$ cat src/rtl/ctrl_pkg.sv
// ctrl_pkg: shared widths, instruction field offsets and sequencer state encoding
package ctrl_pkg;
  localparam int DEF_REGFILE_ADDR_WIDTH = 2;
  localparam int DEF_DATA_ADDR_WIDTH = 4;
  function automatic int iw_width(input int ra, input int da);
    return 2 + 2 * ra + 4 * da;
  endfunction
  localparam int IW_DEF = iw_width(DEF_REGFILE_ADDR_WIDTH, DEF_DATA_ADDR_WIDTH);
  // Field LSB offsets at default widths, MSB to LSB
  localparam int LSTG_F_BIT = IW_DEF - 1;
  localparam int STARTUPS_F_BIT = IW_DEF - 2;
  localparam int RESULT_REG_LSB = STARTUPS_F_BIT - DEF_REGFILE_ADDR_WIDTH;
  localparam int ERROR_REG_LSB = RESULT_REG_LSB - DEF_REGFILE_ADDR_WIDTH;
  localparam int DATA_BPTR_LSB = ERROR_REG_LSB - DEF_DATA_ADDR_WIDTH;
  localparam int DATA_LPTR_LSB = DATA_BPTR_LSB - DEF_DATA_ADDR_WIDTH;
  localparam int DATA_HPTR_LSB = DATA_LPTR_LSB - DEF_DATA_ADDR_WIDTH;
  localparam int FILT_COEF_PTR_LSB = DATA_HPTR_LSB - DEF_DATA_ADDR_WIDTH;
  typedef enum logic [1:0] {EMPTY, LOAD, READY, RESP} state_t;
endpackage

$ cat src/rtl/ctrl_iseq_mem.sv
// ctrl_iseq_mem: single-port synchronous RAM with registered read
module ctrl_iseq_mem #(
  parameter int DEPTH = 32,
  parameter int AW = 5,
  parameter int W = 22
) (
  input  logic         clk,
  input  logic         rst,
  input  logic         we,
  input  logic         re,
  input  logic [AW-1:0] addr,
  input  logic [W-1:0]  wdata,
  output logic [W-1:0]  rdata
);
  logic [W-1:0] r_mem [DEPTH];
  always_ff @(posedge clk)
    if (we) r_mem[addr] <= wdata;
  // Only the read register is reset; array contents survive reset
  always_ff @(posedge clk or posedge rst)
    if (rst) rdata <= '0;
    else if (re) rdata <= r_mem[addr];
endmodule

$ cat src/rtl/ctrl_iseq.sv
// ctrl_iseq: instruction store and sequencer; loads a program then fetches one word per request
module ctrl_iseq #(
  parameter int REGFILE_ADDR_WIDTH = ctrl_pkg::DEF_REGFILE_ADDR_WIDTH,
  parameter int DATA_ADDR_WIDTH = ctrl_pkg::DEF_DATA_ADDR_WIDTH,
  parameter int PROG_SIZE = 32,
  localparam int IW = ctrl_pkg::iw_width(REGFILE_ADDR_WIDTH, DATA_ADDR_WIDTH),
  localparam int PA_W = $clog2(PROG_SIZE)
) (
  input  logic          clk,
  input  logic          rst,
  input  logic          en,
  input  logic          prog,
  input  logic          load_we,
  input  logic [IW-1:0] load_word,
  input  logic          ptr_req,
  output logic [IW-1:0] instr_word,
  output logic          iw_valid,
  output logic [PA_W-1:0] pc,
  output logic          prog_empty,
  output logic          prog_full,
  output logic          wrap,
  output logic          load_err
);
  import ctrl_pkg::*;
  localparam logic [PA_W:0] FULL = (PA_W + 1)'(PROG_SIZE);
  state_t r_state, w_next;
  logic [PA_W:0] r_wptr, r_len;
  logic [PA_W-1:0] r_pc;
  logic w_run, w_wfull, w_fetch, w_write, w_last;
  assign w_run = en & ~prog;
  assign w_wfull = r_wptr == FULL;
  assign w_fetch = w_run & ptr_req & (r_state == READY);
  assign w_write = en & prog & load_we & (r_state == LOAD) & ~w_wfull;
  // Fetched word is the RAM read register, so lstg_f is visible during RESP
  assign w_last = instr_word[IW-1] | ({1'b0, r_pc} == r_len - 1'b1);
  ctrl_iseq_mem #(.DEPTH(PROG_SIZE), .AW(PA_W), .W(IW)) u_mem (
    .clk(clk),
    .rst(rst),
    .we(w_write),
    .re(w_fetch),
    .addr(r_state == LOAD ? r_wptr[PA_W-1:0] : r_pc),
    .wdata(load_word),
    .rdata(instr_word)
  );
  always_comb begin
    w_next = r_state;
    if (en && prog) w_next = LOAD;
    else if (en)
      w_next = r_state == LOAD  ? (r_wptr != '0 ? READY : EMPTY) :
               r_state == READY ? (ptr_req ? RESP : READY) :
               r_state == RESP  ? READY : r_state;
  end
  always_ff @(posedge clk or posedge rst)
    if (rst) begin
      r_state <= EMPTY;
      r_wptr <= '0;
      r_pc <= '0;
      r_len <= '0;
    end else if (en) begin
      r_state <= w_next;
      if (prog && r_state != LOAD) begin
        r_wptr <= '0;
        r_pc <= '0;
        r_len <= '0;
      end else if (w_write) r_wptr <= r_wptr + 1'b1;
      else if (!prog && r_state == LOAD) r_len <= r_wptr;
      else if (!prog && r_state == RESP) r_pc <= w_last ? '0 : r_pc + 1'b1;
    end
  assign iw_valid = w_run & (r_state == RESP);
  assign wrap = iw_valid & w_last;
  assign load_err = en & ((prog & load_we & (r_state == LOAD) & w_wfull) |
                          (ptr_req & (r_state == EMPTY || r_state == LOAD)));
  assign prog_empty = (r_state == EMPTY) || (r_state == LOAD);
  assign prog_full = r_state == LOAD ? w_wfull : (r_len == FULL);
  assign pc = r_pc;
endmodule

$ cat config.mk
export PLATFORM = sky130hd
export DESIGN_NAME = ctrl_iseq
export DESIGN_NICKNAME = d
export VERILOG_FILES = /design/src/rtl/ctrl_pkg.sv /design/src/rtl/ctrl_iseq_mem.sv /design/src/rtl/ctrl_iseq.sv
export SDC_FILE = /design/constraint.sdc
export NUM_CORES = 1
export LEC_CHECK = 0
export ABC_CLOCK_PERIOD_IN_PS = 3900
export BUFFER_PORTS_ARGS = -buffer_cell sky130_fd_sc_hd__buf_4
export CAP_MARGIN = 20
export CORE_ASPECT_RATIO = 0.8
export CORE_MARGIN = 2
export CORE_UTILIZATION = 40
export DETAILED_ROUTE_END_ITERATION = 12
export HOLD_SLACK_MARGIN = 0.08
export SLEW_MARGIN = 40
export SYNTH_ARGS = -nofsm -noshare
export SYNTH_HDL_FRONTEND = slang
export SYNTH_SLANG_ARGS = --single-unit
export TNS_END_PERCENT = 5
$ cat constraint.sdc
create_clock -name clk -period 3.9 [get_ports clk]
set_input_delay 0.975 -clock clk [delete_from_list [all_inputs] [get_ports clk]]
set_output_delay 0.975 -clock clk [all_outputs]
set_load 0.05 [all_outputs]
# [Word level (Yosys, flattened, before mapping)]
# Memories as Yosys holds them, arrays and structs flattened. A register that Yosys moved wholly into a read port is not among the register bits.
# Cells that the tools add are included.
[op_classes] add_sub_neg=3 eq_ne=9 mux=20 bitwise=18 n_reduce_logical=16
[ops] cell="$mux W5" n=6
[ops] cell="$mux W6" n=5
[ops] cell="$and A1 B1 Y1" n=14
[ops] cell="$eq A6 B6 Y1 const B" n=2
[ops] cell="$mux W2" n=5
[ops] cell="$add A6 B1 Y6 const B" n=1
[ops] cell="$eq A5 B6 Y1" n=1
[ops] cell="$reduce_bool A2 Y1" n=3
[ops] cell="$reduce_bool A6 Y1" n=1
[ops] cell="$sub A6 B1 Y6 const B" n=1
[ops] cell="$add A5 B1 Y5 const B" n=1
[ops] cell="$eq A2 B2 Y1 const B" n=2
[ops] cell="$logic_and A1 B1 Y1" n=4
[ops] cell="$mux W1" n=4
[ops] cell="$ne A2 B2 Y1 const B" n=2
[ops] cell="$reduce_and A2 Y1" n=2
[ops] cell="$reduce_and A4 Y1" n=1
[ops] cell="$reduce_bool A4 Y1" n=1
[ops] cell="$reduce_and A3 Y1" n=1
[ops] cell="$eq A2 B1 Y1 const B" n=1
[ops] cell="$logic_not A2 Y1" n=1
[ops] cell="$ne A2 B1 Y1 const B" n=1
[ops] cell="$not A1 Y1" n=2
[ops] cell="$or A1 B1 Y1" n=2
[ops] cell="2 further kinds" n=2
[word_totals] reg_bits=19 ram_bits=704 inputBits=28 n_memories=1
[mem_list] name="u_mem.r_mem" words=32 word_bits=22 read_ports=1 rd_clocked_by_memory_dff=1 wr=1 line="ctrl_iseq_mem.sv:15" rtl="logic [W-1:0] r_mem [DEPTH];"

# [Longest topological paths before layout]
[depth] depth_word=8 ltp_mapped=11 depth_no_buf=8

# [Hierarchy]
# Synthesis repeated with hierarchy kept, for this count alone.
[unflattened] hier_cells=1364 hier_area_um2=28835.2
[modules_own_cells] mod="ctrl_iseq_mem" instances=1 cells_per_inst=1230 area_per_inst_um2=27520.1 seq_area_each_um2=21690.8
[modules_own_cells] mod="ctrl_iseq" instances=1 cells_per_inst=134 area_per_inst_um2=1315.0 seq_area_each_um2=475.5

# [Worst setup path before layout]
# No wires, ideal clock.
[synth_timing] path_kind="reg-to-output" from="register r_pc[3], in the netlist pc[3]" to="output wrap" arrival_ps=2556 required_time_ps=2925 slack_ps=369 path_stages_with_launch=7 cell_sequence="dfrtp_1 -> clkbuf_1 -> xnor2_1 -> xnor2_1 -> nor3_1 -> a31oi_1 -> nor3_1"
[synth_via] elab_chain_len=3
[synth_rtl] element="from (decl)" line="ctrl_iseq.sv:28" rtl="logic [PA_W-1:0] r_pc;"
[synth_rtl] element="from (signal assigned)" line="ctrl_iseq.sv:67" rtl="else if (!prog && r_state == RESP) r_pc <= w_last ? '0 : r_pc + 1'b1;"
[synth_rtl] element="$eq A5 B6 Y1" line="ctrl_iseq.sv:35" rtl="assign w_last = instr_word[IW-1] | ({1'b0, r_pc} == r_len - 1'b1);"
[synth_rtl] element="$or A1 B1 Y1" line="ctrl_iseq.sv:35"
[synth_rtl] element="$and A1 B1 Y1" line="ctrl_iseq.sv:70" rtl="assign wrap = iw_valid & w_last;"
[synth_rtl] element="to (decl)" line="ctrl_iseq.sv:21" rtl="output logic wrap,"
# Every way passes these cells.

# [Final worst setup path]
[layout_timing] from="register r_len[0]" to="output wrap"
[layout_via] elab_chain_len=4
[layout_rtl] element="from (decl)" line="ctrl_iseq.sv:27" rtl="logic [PA_W:0] r_wptr, r_len;"
[layout_rtl] element="from (signal assigned)" line="ctrl_iseq.sv:66" rtl="else if (!prog && r_state == LOAD) r_len <= r_wptr;"
[layout_rtl] element="$sub A6 B1 Y6" line="ctrl_iseq.sv:35"
[layout_rtl] element="$eq A5 B6 Y1" line="ctrl_iseq.sv:35"
[layout_rtl] element="$or A1 B1 Y1" line="ctrl_iseq.sv:35"
[layout_rtl] element="$and A1 B1 Y1" line="ctrl_iseq.sv:70"
# Every way passes these cells.

==> metrics.txt <==
row cnt=86; hold_ws=0.446 ns; post-CTS sizing=0; Tmin final=3.47 ns; Syn Nets=1703; Seq cells post-synth=745; Initial Utilization=40.5%; Tot GR Track Use=21.5%; total internal power=14800 uW; Sum Neg Setup Slack=0 ns; share of the synthesized area in the top cell type=75.9%; core area=0.0689 mm^2; Worst Path Arrival=2.50 ns; Die Footprint=0.0718 mm^2; ratio of final minimum period to clock period=89.0%; CTS buffer count=73; drt wl/cell=27.9 um; area growth from synthesis to layout=17.3%; cell taking the most area after synthesis=edfxtp_1; Synth area leaders=edfxtp_1 (76%), a22oi_1 (9.5%), dfrtp_1 (3.7%); fraction of layout cells with a size suffix above 1=16.9%; Gate power share=23.3%; FMAX=288 MHz; Slew Limit Fails=0; Critical Path End Type=output port; Rel. slew slack=41.2%; RSZ-0062 raised after global routing=no; Clock Skews=0.0152 ns; # Post-CTS Setup Buffers=0; worst vdd ir=0.557 mV; Leak=0.0102 uW; Yosys Warn Count=0; crit path from=r_len[0]$_DFFE_PP0P_; TritonCTS clock tree=done; initial DRC count=1939; Final Setup Violations=0; switching pwr=6750 uW; Worst Path Class, Setup=flop to output port; ys async rst share=5.50%; Longest Clk Path Bufs=3; register area share after synthesis=79.5%; vias in the first global route=15700; Clock transition at path regs=0.06 ns; die width=299 um; Pwr per Cell Area=660 mW/mm^2; chip height=240 um; switching share of power=31.3%; Max FO, Critical Path=4; Critical Path RT=2.92 ns; final WL=77.2 mm; Cell variety after synth=48; GRT Residual Overflow=0; Post-synth EDFFs=704; Nets=1813; I/O pins=60; largest net degree at the start of global routing=103; power share of the clock group=33.9%; Clock Root Buffer=clkbuf_16; dpl hpwl=45.5 mm; drt pass-1 iters=7; clock sink total=745; Mean Syn Cell Area=16.7 um^2; post-route ant nets=0; status=finished clean; max_cap viols=0; Worst-Margin Slew=0.874 ns; Post-Syn Instances=1669; vias per cell=5.93; global-route wire length before repair=111 mm; # port buffers=59; most frequent cells in the layout=edfxtp_1 (704), a22oi_1 (352), a21oi_1 (185); Critical Path Source Type=flop; # diodes=0; R2R depth=9; clk_lat worst skew=0.61 ns; RD Place Congestion=0.792; via count=16400; hold_buf cts=0; commonest non-fill, non-tap cell in the layout=edfxtp_1; # DRC=0; sequential power share=42.8%; initial antenna violation count=5; H-tree levels=3; ys flop type=edfxtp_1; Min-Delay Path Class=input port to async pin; Mapped Area=0.0279 mm^2; Final Hold Vio Count=0; R2R Path Start=r_state[0]$_DFFE_PP0P_
synthesized netlist by cell type, types with 8 or more instances:
library cell  count
edfxtp_1        704
a22oi_1         352
a21oi_1         185
nor2_1           82
buf_2            60
dfrtp_1          41
clkbuf_1         40
nand2_1          29
nor3_1           29
a31oi_1          26
nor4_1           22
inv_1            10
xnor2_1           8
stage by stage:
step                      instances  cell area, um^2  power, uW  util (%)  worst slack [ns]
after floorplan                1669            27900      12500         -             0.369
after global placement         2622            30100      14300      43.7             0.638
after detailed placement       2628            30200      14400      43.9             0.728
after CTS                      2762            32700      21700      47.5             0.389
after global routing           2762            32700      22300      47.5             0.234
final                          2762            32700      21600      47.5             0.428
layout make-up:
class	count	area [um^2]
fill	5853	36200
sequential	745	22200
multi-input combinational	803	5410
clock buffer	95	2020
timing repair buffer	145	1430
tap	924	1160
clock inverter	39	460
inverter	11	43.8
critical path, stage by stage, from the launching register on:
cell and delay, ns:
dfrtp_1 0.44, inv_1 0.13, ha_1 0.26, and3b_1 0.18, o21ai_0 0.08, a31oi_1 0.21
a31oi_1 0.14, nor3_1 0.21, buf_4 0.23
power groups by stage:
stage | registers, uW | logic, uW | clock network [uW]
floorplan | 9650 | 2840 | 0
global placement | 9390 | 4940 | 0
detailed placement | 9400 | 5000 | 0
CTS | 9230 | 5020 | 7400
global route | 9250 | 5370 | 7710
finish | 9230 | 5030 | 7320
per-layer routing:
metal	GRT usage [%]	routed length, um	vias up
met2	32.3	34700	830
met4	6.74	2200	6
met3	5.19	7580	138
met5	0	40	-
met1	30.9	32700	8373
li1	-	-	7043
sequential cells by signal, summed over array words and instances (netlist names):
| name | count |
|---|---|
| r_state | 2 |
| pc | 5 |
| u_mem.r_mem | 704 |
| r_len | 6 |
| u_mem.rdata | 22 |
| r_wptr | 6 |
kinds of logic after synthesis:
family                     count (synthesis)  synth area share (%)
AOI/OAI and AO/OA                        581                  13.9
buffers and inverters                    121                  2.10
muxes                                     11                 0.436
and+or+nand+nor                          194                  3.37
xor gates and xnor gates                  11                 0.346
adders and majority gates                  6                 0.269
DFF                                      745                  79.5
final timing paths:
path | slack (ns) | endpoint
setup / recovery | 0.43 | wrap
min in group clk | 0.57 | r_len[4]$_DFFE_PP0P_
max in group asynchronous | 2.53 | u_mem.rdata[12]$_DFFE_PP0P_
hold / removal | 0.45 | r_state[1]$_DFFE_PP0P_
hold reg to reg | 0.57 | r_len[4]$_DFFE_PP0P_
setup reg to reg | 0.67 | u_mem.rdata[2]$_DFFE_PP0P_
No activity file was read; power rests on OpenSTA's default activity.
